File: src/rtl/sst_seq_pkg.sv
// Shared mapper save-state definitions: bus typedef, sequencer states and
// the default slot count / tag-slot location.
package sst_seq_pkg;

  localparam int REG_NUM_DEF = 128;
  localparam int M2_WAIT_DEF = 2;

  typedef enum logic [2:0] {
    IDLE,
    SETTLE,
    SV_WAIT,
    SV_WR,
    LD_TAG,
    LD_RD,
    LD_WAIT,
    FIN
  } sst_state_t;

  typedef struct packed {
    logic       act;
    logic [7:0] addr;
    logic       we_reg;
    logic [7:0] dato;
  } sst_bus_t;

  // The last slot carries the mapper index used to validate a load.
  function automatic logic [7:0] sst_tag_slot(input int reg_num);
    return 8'(reg_num - 1);
  endfunction

endpackage

File: src/rtl/sst_seq.sv
// Save-state sequencer: walks the mapper registers on m2 falling edges,
// copying them to the buffer (save) or restoring them after a tag check (load).
//
// state   | meaning
// IDLE    | waiting for save_req / load_req, save_state mode off
// SETTLE  | counting M2_WAIT m2 falls before the first access
// SV_WAIT | sst_addr=index, waiting for m2_fall
// SV_WR   | buffer[index] <= sst_di
// LD_TAG  | read tag slot, compare to map_idx one clk later
// LD_RD   | read buffer[index], latch into sst_dato one clk later
// LD_WAIT | sst_we_reg held until the mapper takes it on m2_fall
// FIN     | done pulse, back to IDLE
module sst_seq
  import sst_seq_pkg::*;
#(
  parameter int REG_NUM = REG_NUM_DEF,
  parameter int M2_WAIT = M2_WAIT_DEF
) (
  input  logic       clk,
  input  logic       map_rst_n,
  input  logic       m2_fall,
  input  logic       save_req,
  input  logic       load_req,
  input  logic [7:0] map_idx,
  output logic       busy,
  output logic       done,
  output logic       err,
  output logic       sst_act,
  output logic [7:0] sst_addr,
  output logic       sst_we_reg,
  output logic [7:0] sst_dato,
  input  logic [7:0] sst_di,
  output logic [6:0] buf_addr,
  output logic       buf_we,
  output logic [7:0] buf_wdat,
  input  logic [7:0] buf_rdat
);

  localparam logic [7:0] LAST_SV  = sst_tag_slot(REG_NUM);
  localparam logic [7:0] LAST_LD  = 8'(REG_NUM - 2);
  localparam logic [6:0] TAG_ADDR = LAST_SV[6:0];
  localparam logic [7:0] SETTLE_N = 8'(M2_WAIT);

  sst_state_t state, state_d;
  logic [7:0] index, index_d;
  logic [7:0] settle_cnt, settle_cnt_d;
  logic       load_mode, load_mode_d;
  logic       rd_pend, rd_pend_d;
  logic       we_q, we_d;
  logic [7:0] dato_q, dato_d;
  sst_bus_t   sst_bus;

  always_ff @(posedge clk or negedge map_rst_n) begin
    if (!map_rst_n) begin
      state      <= IDLE;
      index      <= '0;
      settle_cnt <= '0;
      load_mode  <= 1'b0;
      rd_pend    <= 1'b0;
      we_q       <= 1'b0;
      dato_q     <= '0;
    end else begin
      state      <= state_d;
      index      <= index_d;
      settle_cnt <= settle_cnt_d;
      load_mode  <= load_mode_d;
      rd_pend    <= rd_pend_d;
      we_q       <= we_d;
      dato_q     <= dato_d;
    end
  end

  always_comb begin
    state_d      = state;
    index_d      = index;
    settle_cnt_d = settle_cnt;
    load_mode_d  = load_mode;
    rd_pend_d    = rd_pend;
    we_d         = we_q;
    dato_d       = dato_q;
    done         = 1'b0;
    err          = 1'b0;
    buf_we       = 1'b0;
    buf_addr     = index[6:0];
    buf_wdat     = '0;

    case (state)
      IDLE: begin
        index_d   = '0;
        rd_pend_d = 1'b0;
        // save has priority when both requests land together
        if (save_req) begin
          state_d      = SETTLE;
          load_mode_d  = 1'b0;
          settle_cnt_d = SETTLE_N;
        end else if (load_req) begin
          state_d      = SETTLE;
          load_mode_d  = 1'b1;
          settle_cnt_d = SETTLE_N;
        end
      end
      SETTLE: begin
        if (settle_cnt == '0) begin
          state_d = load_mode ? LD_TAG : SV_WAIT;
          index_d = '0;
        end else if (m2_fall) begin
          settle_cnt_d = settle_cnt - 8'd1;
        end
      end
      SV_WAIT: begin
        if (m2_fall) state_d = SV_WR;
      end
      SV_WR: begin
        buf_we   = 1'b1;
        buf_wdat = sst_di;
        if (index == LAST_SV) begin
          state_d = FIN;
        end else begin
          index_d = index + 8'd1;
          state_d = SV_WAIT;
        end
      end
      LD_TAG: begin
        buf_addr = TAG_ADDR;
        if (!rd_pend) begin
          rd_pend_d = 1'b1;
        end else begin
          rd_pend_d = 1'b0;
          index_d   = '0;
          if (buf_rdat != map_idx) begin
            err     = 1'b1;
            state_d = IDLE;
          end else begin
            state_d = LD_RD;
          end
        end
      end
      LD_RD: begin
        if (!rd_pend) begin
          rd_pend_d = 1'b1;
        end else begin
          rd_pend_d = 1'b0;
          dato_d    = buf_rdat;
          we_d      = 1'b1;
          state_d   = LD_WAIT;
        end
      end
      LD_WAIT: begin
        if (m2_fall) begin
          we_d   = 1'b0;
          dato_d = '0;
          // tag slot is never restored, so the walk stops one short
          if (index == LAST_LD) begin
            state_d = FIN;
          end else begin
            index_d = index + 8'd1;
            state_d = LD_RD;
          end
        end
      end
      FIN: begin
        done    = 1'b1;
        index_d = '0;
        state_d = IDLE;
      end
      default: state_d = IDLE;
    endcase
  end

  assign busy    = (state != IDLE);
  assign sst_bus = '{act: busy, addr: index, we_reg: we_q, dato: dato_q};

  assign sst_act    = sst_bus.act;
  assign sst_addr   = sst_bus.addr;
  assign sst_we_reg = sst_bus.we_reg;
  assign sst_dato   = sst_bus.dato;

endmodule
File: config.mk
export PLATFORM = sky130hd
export DESIGN_NAME = sst_seq
export DESIGN_NICKNAME = d
export VERILOG_FILES = /design/src/rtl/sst_seq_pkg.sv /design/src/rtl/sst_seq.sv
export SDC_FILE = /design/constraint.sdc
export NUM_CORES = 1
export LEC_CHECK = 0
export BUFFER_PORTS_ARGS = -buffer_cell sky130_fd_sc_hd__buf_2
export CAP_MARGIN = 10
export CELL_PAD_IN_SITES_DETAIL_PLACEMENT = 1
export CELL_PAD_IN_SITES_GLOBAL_PLACEMENT = 1
export CORE_ASPECT_RATIO = 0.6
export CORE_MARGIN = 5
export CORE_UTILIZATION = 38
export CTS_BUF_LIST = sky130_fd_sc_hd__clkbuf_4
export DETAILED_ROUTE_END_ITERATION = 10
export PLACE_DENSITY = 0.82
export SETUP_SLACK_MARGIN = 0.02
export SYNTH_ARGS = -nofsm -noshare
export SYNTH_HDL_FRONTEND = slang
export SYNTH_SLANG_ARGS = --single-unit
export TNS_END_PERCENT = 50
File: constraint.sdc
create_clock -name clk -period 2.6 [get_ports clk]
set_input_delay 0.13 -clock clk [delete_from_list [all_inputs] [get_ports clk]]
set_output_delay 0.13 -clock clk [all_outputs]
set_load 0.02 [all_outputs]
==> metrics.yaml, run 1 <==
setup_path:
  regToRegSetupSlack_ns: 0.43
  critPathMaxStageDelay_ns: 0.58
  startpoint_type: "flip-flop"
  regToRegStartpoint: "state[2]"
  path_class: "flip-flop to flip-flop"
  crit_chain: "or3b_4 -> a311o_1 -> and2_1 -> o21ai_0 -> o41ai_1"
  crit_fanout: 17
  cp_slowest_cell: "dfrtp_1"
  reg2regPathDepth: 5
  crit_required_ns: 2.81
  endpoint_kind: "flip-flop"
  worstPathArrival_ns: 2.38
  r2r-end: "settle_cnt[6]"
yosys:
  ys_seq_area_share_pct: 39.9
  yosysTopAreaCell: "dfrtp_1"
  yosys.area_share.simple_pct: 25.7
  synth-compound-area-share_pct: 21.8
  synth_top_cell_area_share_pct: 39.9
  synthDistinctLibCells: 44
  muxShareOfSynthArea_pct: 0
  synth-main-ff-cell: "dfrtp_1"
  synthAdderAreaFrac_pct: 2.66
  yosys_warnings: 0
  postSynth.asyncResetShare_pct: 100
  ys_ff_latch: 30
  synth-edff-count: 0
  synth_area_per_cell_um2: 9.19
  yosys-top-cells-area: "dfrtp_1 (40%), xnor2_1 (5.1%), o21ai_0 (5.0%)"
  syn_area_mm2: 0.00188
  synth_nets: 238
  synth_top_family_by_area: "simple AND/OR/NAND/NOR gates"
  syn_inst: 205
  synthXorXnorAreaFrac_pct: 5.12
clocking:
  cts_setup_buffers: 0
  insertion_delay_ns: 0.34
  clock-sinks: 30
  clk_path_buf_depth: 2
  path_clk_slew_ns: 0.11
  clockRootBuffer: "clkbuf_4"
  cts-buffers-inserted: 5
  cts_tree: "yes"
  htree_levels: 2
detailed_routing:
  routedWlPerCell_um: 16.4
  drt_iter0_drc: 74
  firstDrtPassIters: 4
  via_count: 1836
  drcViolationCount: 0
  routed_wl_mm: 5.53
  ant_nets: 0
  vias_per_cell: 5.45
final_layout:
  fin_cells: 337
  diodes: 0
  layout_common_cells: "buf_2 (65), dfrtp_1 (30), nor2_1 (20)"
  n_fill_cell: 581
  finalNetCount: 306
  drive_gt1_share_pct: 32.8
  regArea_um2: 751
  multi_input_area_mm2: 0.00104
  syn2layout_area_growth_pct: 26.4
  final_common_cell: "buf_2"
  design_area_mm2: 0.00238
  post-route-util_pct: 50.8
grt:
  grt_max_degree: 31
  grt_use_total_pct: 17.4
  antenna_found_initial: 0
  grt_pass1_wl_mm: 9.14
  grt_pass1_vias: 1776
  globalRouteOverflowTotal: 0
placed_design:
  gp_congestion: 0.786
  dpl_cell_area_mm2: 0.00226
  dp_hpwl_mm: 4.08
  port_buffers: 65
  place_inst: 327
  dp_slack_ns: 0.518
floorplanning:
  core_region_area_mm2: 0.00468
  row_count: 19
  initial_core_util_pct: 40.2
  die_height_um: 64.5
  ios: 66
  die_x_um: 101
  die_area_mm2: 0.00651
sta:
  tns_ns: 0
  finClkSkew_ns: 0.0120
  worstMarginPinSlew_ns: 0.704
  period_minus_slack_ns: 2.17
  setup_violations: 0
  timing.hold.ws_ns: 0.0411
  finalHoldViolations: 0
  slew_violations: 0
  rsz0062_at_grt: "false"
  setup_ws_ns: 0.430
  fin_crit_sh_pct: 83.5
  fmax_ghz: 0.461
  max-slew-margin-rel_pct: 53.1
pwr:
  p_leak_nw: 1.21
  peakVddDrop_mv: 0.429
  p_total_mw: 2.54
  p_per_area_mw_per_mm2: 1060
flow_run:
  drv_cap: 0
worst_hold_path:
  min_to: "sst_dato[7]"
  hold_path.startpoint: "buf_rdat[7]"
  whs_path_depth: 2
  hold_path_class: "input port to flip-flop"
outcome:
  status: "complete, no violations"
==> report_power, final <==
part           switching, mW  internal, mW  leakage, nW
logic                  0.753         0.500        0.761
registers              0.184         0.610        0.396
clock network          0.192         0.296       0.0528
==> layout make-up <==
cell class	count	share of cell area, %
clock inverters	3	2.68
well taps	63	3.31
flip-flops and latches	30	31.5
clock buffers	5	1.58
repair buffers	72	16.1
multi-input cells	157	43.7
inverters	7	1.10
==> how the worst max path moves through the flow <==
stage               slack [ns]        start       endpoint  cells past startpoint
floorplan                 0.64  sst_addr[0]    sst_addr[2]                      7
global placement          0.56     state[2]  settle_cnt[6]                      5
detailed placement        0.52     state[2]  settle_cnt[6]                      5
CTS                       0.45     state[2]  settle_cnt[6]                      5
global route              0.32     state[2]  settle_cnt[6]                      5
finish                    0.43     state[2]  settle_cnt[6]                      5
==> synthesized netlist by cell type (6+ instances only) <==
master / instances
xnor2_1: 11
dfrtp_1: 30
a22o_1: 9
and3_1: 13
or2_2: 7
a21oi_1: 7
o21ai_0: 19
inv_1: 7
nor2_1: 20
nand2_1: 11
clkbuf_1: 6
nor2b_1: 7
==> layer usage <==
layer  share of wire, %  wire [µm]  global-route usage [%]
met1                 52       2880                    27.1
met2                 39       2150                    23.4
met3                8.3        459                    5.04
met4               0.76         42                    3.87
met5                  0          0                       0
==> logic make-up after synthesis <==
family / after synthesis
and+or+nand+nor: 85
AOI/OAI and AO/OA: 57
DFF: 30
buffers and inverters: 18
xor gates and xnor gates: 11
adders and majority gates: 4
==> worst max-delay path: cells and delay by family (launching register included) <==
kind             cells  cell delay, ns
AO/OA/AOI/OAI        3            0.73
AND/OR/NAND/NOR      2            0.72
flip-flops           1            0.58
==> timing repair <==
action	4_1_cts	5_1_grt
gates resized for setup	0	0
hold endpoints to repair	31	0
hold buffers	2	0
(Power assumes the default switching activity.)
==> inputs of run 2 (changes only) <==
==> constraint.sdc (replaced) <==
create_clock -name clk -period 2.1 [get_ports clk]
set_input_delay 0.105 -clock clk [delete_from_list [all_inputs] [get_ports clk]]
set_output_delay 0.105 -clock clk [all_outputs]
set_load 0.02 [all_outputs]
==> run 2 against run 1 <==
  * Count of clock-buffer cells in the layout did not move
  * Sequential cell count did not move
  * Wire length rose by 2.8%
  * Total power rose by 19%
  * Worst hold slack got worse by 0.028 ns
  * Core utilization rose by 0.93 points
  * Die area did not move
==> metrics.yaml, run 2 (synthesis gave the netlist of run 1 again) <==
outcome:
  status: "complete, no violations"  # unchanged
sta:
  rsz0062_at_grt: "true"  # was false
  fin_crit_sh_pct: 93.3  # was 83.5%
  period_minus_slack_ns: 1.96  # was 2.17 ns
  finClkSkew_ns: 0.0122  # was 0.0120 ns
  worstMarginPinSlew_ns: 0.682  # was 0.704 ns
  setup_violations: 0  # unchanged
  finalHoldViolations: 0  # unchanged
  fmax_ghz: 0.510  # was 0.461 GHz
  max-slew-margin-rel_pct: 54.5  # was 53.1%
  tns_ns: 0  # unchanged
  slew_violations: 0  # unchanged
floorplanning:
  initial_core_util_pct: 40.2  # unchanged
  die_area_mm2: 0.00651  # unchanged
  die_height_um: 64.5  # unchanged
  core_region_area_mm2: 0.00468  # unchanged
  ios: 66  # unchanged
  die_x_um: 101  # unchanged
  row_count: 19  # unchanged
detailed_routing:
  routed_wl_mm: 5.68  # was 5.53 mm
  drt_iter0_drc: 87  # was 74
  drcViolationCount: 0  # unchanged
  via_count: 1874  # was 1836
  routed-wl-met2_mm: 2.30  # was 2.15 mm
  wl_met3_um: 432  # was 459 µm
  firstDrtPassIters: 4  # unchanged
  routedWlPerCell_um: 16.4  # about the same
  met1_length_mm: 2.89  # was 2.88 mm
  vias_per_cell: 5.40  # was 5.45
  top_layer: "met4"  # unchanged
  ant_nets: 0  # unchanged
setup_path:
  worstPathArrival_ns: 2.18  # was 2.38 ns
  endpoint_kind: "flip-flop"  # unchanged
  crit_required_ns: 2.32  # was 2.81 ns
  crit_chain: "or3b_4 -> a311o_2 -> and2_1 -> o21ai_0 -> o41ai_1"  # was or3b_4 -> a311o_1 -> and2_1 -> o21ai_0 -> o41ai_1
  cp_top_family: "compound AO/OA/AOI/OAI gates"  # unchanged
  crit_end: "settle_cnt[6]"  # unchanged
  critPathMaxStageDelay_ns: 0.46  # was 0.58 ns
  crit_fanout: 10  # was 17
  regToRegSetupSlack_ns: 0.14  # was 0.43 ns
  critical_path_buf_inv_count: 0  # unchanged
  reg2regPathDepth: 5  # unchanged
  startpoint_type: "flip-flop"  # unchanged
  r2r-end: "settle_cnt[6]"  # unchanged
  setup.worst_path.start: "state[1]"  # was state[2]
  cp_slowest_cell: "dfrtp_1"  # unchanged
  path_depth: 5  # unchanged
  path_class: "flip-flop to flip-flop"  # unchanged
  regToRegStartpoint: "state[1]"  # was state[2]
flow_run:
  drv_cap: 0  # unchanged
placed_design:
  dpl_cell_area_mm2: 0.00233  # was 0.00226 mm²
  gp_congestion: 0.821  # was 0.786
  port_buffers: 65  # unchanged
  dp_hpwl_mm: 4.34  # was 4.08 mm
clocking:
  htree_levels: 2  # unchanged
  path_clk_slew_ns: 0.11  # about the same
  clk_path_buf_depth: 2  # unchanged
  clock-sinks: 30  # unchanged
  cts_tree: "yes"  # unchanged
  insertion_delay_ns: 0.35  # was 0.34 ns
  cts-buffers-inserted: 5  # unchanged
  clockRootBuffer: "clkbuf_4"  # unchanged
final_layout:
  regArea_um2: 752  # was 751 µm²
  finalNetCount: 316  # was 306
  multi_input_area_mm2: 0.00105  # was 0.00104 mm²
  post-route-util_pct: 51.8  # was 50.8%
  final_common_cell: "buf_2"  # unchanged
  layout_common_cells: "buf_2 (65), dfrtp_1 (29), nor2_1 (20)"  # was buf_2 (65), dfrtp_1 (30), nor2_1 (20)
  n_fill_cell: 558  # was 581
  design_area_mm2: 0.00242  # was 0.00238 mm²
  drive_gt1_share_pct: 36.3  # was 32.8%
  diodes: 0  # unchanged
  syn2layout_area_growth_pct: 28.8  # was 26.4%
grt:
  grt_use_total_pct: 18.2  # was 17.4%
  grt_pass1_wl_mm: 9.40  # was 9.14 mm
  antenna_found_initial: 0  # unchanged
  globalRouteOverflowTotal: 0  # unchanged
  grt_pass1_vias: 1883  # was 1776
  grt_max_degree: 31  # unchanged
pwr:
  p_leak_nw: 1.24  # was 1.21 nW
  peakVddDrop_mv: 0.495  # was 0.429 mV
  p_per_area_mw_per_mm2: 1240  # was 1060 mW/mm²
worst_hold_path:
  hold_path_class: "input port to flip-flop"  # unchanged
[run 2: cell types whose count changed in the layout (fill, tap and decap cells not counted), sizes merged]
cell and delta:
buf +9, bufinv -2, clkinv +1, clkinvlp +1, dlygate4sd3 +1
[run 2: routing by layer]
| metal | up-vias | GRT usage [%] |
|---|---|---|
| met5 | - | 0 |
| met4 | 0 | 5.21 |
| met3 | 7 | 5.14 |
| met2 | 54 | 25.4 |
| met1 | 916 | 27.0 |
| li1 | 897 | - |
[run 2: report_power, final]
group / internal (mW) / switching (mW) / leakage, nW / total [mW]
clock: 0.124 / 0.216 / 0.0286 / 0.340
combinational: 0.704 / 1.04 / 0.814 / 1.75
sequential: 0.759 / 0.164 / 0.396 / 0.922
total: 1.59 / 1.42 / 1.24 / 3.01
[run 2: final cells by class]
cell class,instances,share of cell area (%)
flip-flops and latches,30,31.0
clock buffers,5,1.55
repair buffers,82,19.0
inverters,7,1.08
multi-input cells,157,43.4
well taps,63,3.25
clock inverters,3,0.671
[run 2: how the worst min path moves through the flow]
stage,from,to,slack [ns],cells past startpoint
2_1_floorplan,map_rst_n,load_mode,-0.19,0
3_3_place_gp,map_rst_n,sst_addr[6],0.19,1
3_5_place_dp,map_rst_n,sst_addr[6],0.19,1
4_1_cts,buf_rdat[7],sst_dato[7],0.003,2
5_1_grt,buf_rdat[7],sst_dato[7],0.003,2
6_report,buf_rdat[5],sst_dato[5],0.01,2
[run 2: repair_timing]
action | in CTS | in global routing
hold buffers | 2 | 1
setup endpoints to repair | 0 | 13
resized for setup | 0 | 5
setup buffers | 0 | 0
endpoints found under the hold margin | 31 | 1
[run 2: metrics by stage]
stage	cells	power (mW)	hold WS (ns)	setup slack [ns]
2_1_floorplan	205	2.06	-0.191	0.136
3_3_place_gp	336	2.58	0.188	0.158
3_5_place_dp	336	2.64	0.188	0.118
4_1_cts	346	3.00	0.00347	0.0828
5_1_grt	347	3.26	0.00267	0.00167
6_report	347	3.01	0.0127	0.141
==> inputs of run 3 (changes only) <==
--- a/config.mk
+++ b/config.mk
@@ -11,10 +11,10 @@
 export CELL_PAD_IN_SITES_GLOBAL_PLACEMENT = 1
 export CORE_ASPECT_RATIO = 0.6
 export CORE_MARGIN = 5
-export CORE_UTILIZATION = 38
+export CORE_UTILIZATION = 30
 export CTS_BUF_LIST = sky130_fd_sc_hd__clkbuf_4
 export DETAILED_ROUTE_END_ITERATION = 10
-export PLACE_DENSITY = 0.82
+export PLACE_DENSITY = 0.67
 export SETUP_SLACK_MARGIN = 0.02
 export SYNTH_ARGS = -nofsm -noshare
 export SYNTH_HDL_FRONTEND = slang
==> run 3 against run 2 <==
  * Die area grew 23%
  * Global-route usage decreased by 3.5 points
  * Combinational power is 3% higher
  * Sequential share of layout area decreased by 0.28 points
  * Highest routed layer unchanged
  * Total power increased by 1.6%
  * Non-clock buffer count increased by 1
  * Count of clock-buffer cells in the layout rose by 1
  * Critical path type is now flip-flop to primary output
  * Via count down 2.9%
  * Core utilization decreased by 12 points
  * Largest power group unchanged
  * Largest cell class unchanged
  * Register-to-register slack better by 0.03 ns
==> metrics.yaml, run 3 (synthesis gave the netlist of run 1 again) <==
setup_path:
  critical_path_buf_inv_count: 4  # was 0
  crit_required_ns: 2.00  # was 2.32 ns
  endpoint_kind: "primary output"  # was flip-flop
  crit_chain: "buf_4 -> inv_1 -> nor3_2 -> buf_4 -> or2_2 -> buf_2"  # was or3b_4 -> a311o_2 -> and2_1 -> o21ai_0 -> o41ai_1
  path_class: "flip-flop to primary output"  # was flip-flop to flip-flop
  cp_slowest_cell: "dfrtp_2"  # was dfrtp_1
  startpoint_type: "flip-flop"  # unchanged
  crit_fanout: 10  # unchanged
  path_common_cell: "buf_4"
  critPathMaxStageDelay_ns: 0.49  # was 0.46 ns
  cp_top_family: "buffers and inverters"  # was compound AO/OA/AOI/OAI gates
  worstPathArrival_ns: 1.88  # was 2.18 ns
final_layout:
  drive_gt1_share_pct: 36.8  # was 36.3%
  layout_common_cells: "buf_2 (65), dfrtp_1 (28), nor2_1 (20)"  # was buf_2 (65), dfrtp_1 (29), nor2_1 (20)
  n_fill_cell: 760  # was 558
  design_area_mm2: 0.00245  # was 0.00242 mm²
  syn2layout_area_growth_pct: 30.2  # was 28.8%
  finalNetCount: 317  # was 316
  diodes: 0  # unchanged
  final_common_cell: "buf_2"  # unchanged
sta:
  fin_crit_sh_pct: 94.5  # was 93.3%
  slew_violations: 0  # unchanged
  period_minus_slack_ns: 1.99  # was 1.96 ns
  finalHoldViolations: 0  # unchanged
  tns_ns: 0  # unchanged
  max-slew-margin-rel_pct: 52.0  # was 54.5%
  fmax_ghz: 0.504  # was 0.510 GHz
  finClkSkew_ns: 0.00610  # was 0.0122 ns
  setup_violations: 0  # unchanged
  rsz0062_at_grt: "false"  # was true
  worstMarginPinSlew_ns: 0.720  # was 0.682 ns
clocking:
  path_clk_slew_ns: 0.10  # was 0.11 ns
  clockRootBuffer: "clkbuf_4"  # unchanged
  clock-sinks: 30  # unchanged
  insertion_delay_ns: 0.32  # was 0.35 ns
  cts-buffers-inserted: 5  # unchanged
  clk_path_buf_depth: 2  # unchanged
  cts_tree: "yes"  # unchanged
  htree_levels: 2  # unchanged
  cts_setup_buffers: 0  # unchanged
pwr:
  peakVddDrop_mv: 0.443  # was 0.495 mV
  netSwitchingFraction_pct: 46.4  # was 47.3%
  p_per_area_mw_per_mm2: 1250  # was 1240 mW/mm²
  power.share.clock_pct: 11.2  # was 11.3%
  p_seq_share_pct: 30.1  # was 30.6%
  pwr-share-comb_pct: 58.7  # was 58.1%
  p_int_mw: 1.64  # was 1.59 mW
  p_switching_mw: 1.42  # about the same
  p_leak_nw: 1.24  # about the same
floorplanning:
  ios: 66  # unchanged
  die_height_um: 71.4  # was 64.5 µm
  die_area_mm2: 0.00801  # was 0.00651 mm²
  initial_core_util_pct: 30.8  # was 40.2%
  die_x_um: 112  # was 101 µm
  row_count: 22  # was 19
  core_region_area_mm2: 0.00611  # was 0.00468 mm²
detailed_routing:
  via_count: 1820  # was 1874
  ant_nets: 0  # unchanged
  drt_iter0_drc: 115  # was 87
  routed_wl_mm: 5.75  # was 5.68 mm
  vias_per_cell: 4.93  # was 5.40
  firstDrtPassIters: 4  # unchanged
  routedWlPerCell_um: 15.6  # was 16.4 µm
  drcViolationCount: 0  # unchanged
placed_design:
  dpl_cell_area_mm2: 0.00237  # was 0.00233 mm²
  dp_hpwl_mm: 4.52  # was 4.34 mm
  gp_congestion: 0.807  # was 0.821
  port_buffers: 65  # unchanged
grt:
  grt_use_total_pct: 14.7  # was 18.2%
  grt_pass1_vias: 1820  # was 1883
  grt_max_degree: 31  # unchanged
  antenna_found_initial: 0  # unchanged
  globalRouteOverflowTotal: 0  # unchanged
  grt_pass1_wl_mm: 9.45  # was 9.40 mm
outcome:
  status: "complete, no violations"  # unchanged
flow_run:
  drv_cap: 0  # unchanged
worst_hold_path:
  hold_path_class: "input port to flip-flop"  # unchanged
run 3: repair_timing:
action / in CTS / in global routing
hold endpoints to repair: 31 / 0
resized for setup: 1 / 5
hold buffers: 2 / 0
endpoints found under the setup margin: 7 / 18
cloned: 0 / 0
run 3: cell type report:
class                   count  area (µm²)  share of cell area, %
repair buffers             83         465                   19.0
clock buffers               6        45.0                   1.84
clock inverters             2        8.76                  0.357
flip-flops and latches     30         753                   30.7
inverters                   7        26.3                   1.07
well taps                  84         105                   4.29
multi-input cells         157        1050                   42.7
run 3: power by group through the flow:
stage          sequential [mW]  combinational [mW]  clock (mW)
2_1_floorplan            0.989                1.08           0
3_3_place_gp             0.918                1.76           0
3_5_place_dp             0.922                1.79           0
4_1_cts                  0.916                1.80       0.364
5_1_grt                  0.951                1.98       0.389
6_report                 0.922                1.80       0.342
run 3: path summary, 6_finish.rpt:
path	start	endpoint	slack (ns)	depth (start not counted)
min	buf_rdat[7]	sst_dato[7]	0.03	2
max	state[2]	buf_addr[1]	0.11	6
min in group asynchronous	map_rst_n	sst_addr[6]	0.36	2
max in group asynchronous	map_rst_n	state[2]	1.23	2
max reg2reg	state[2]	settle_cnt[6]	0.17	5
min reg2reg	sst_we_reg	sst_we_reg	0.48	1
run 3: metrics by stage:
stage	hold WS, ns	total power [mW]	setup WS, ns	cells	utilization, %
finish	0.0275	3.06	0.115	369	40.1
global placement	0.202	2.68	0.141	359	38.8
floorplan	-0.191	2.06	0.136	205	-
CTS	0.0127	3.08	0.0373	369	40.0
detailed placement	0.201	2.71	0.0725	359	38.8
global route	0.0136	3.32	0.0341	369	40.1
run 3: metal layers:
metal | GRT usage, % | wire, µm | vias to the layer above
li1 | - | - | 898
met1 | 23.2 | 3090 | 867
met2 | 18.6 | 2190 | 51
met3 | 4.89 | 438 | 4
met4 | 3.07 | 36 | 0
met5 | 0 | 0 | -
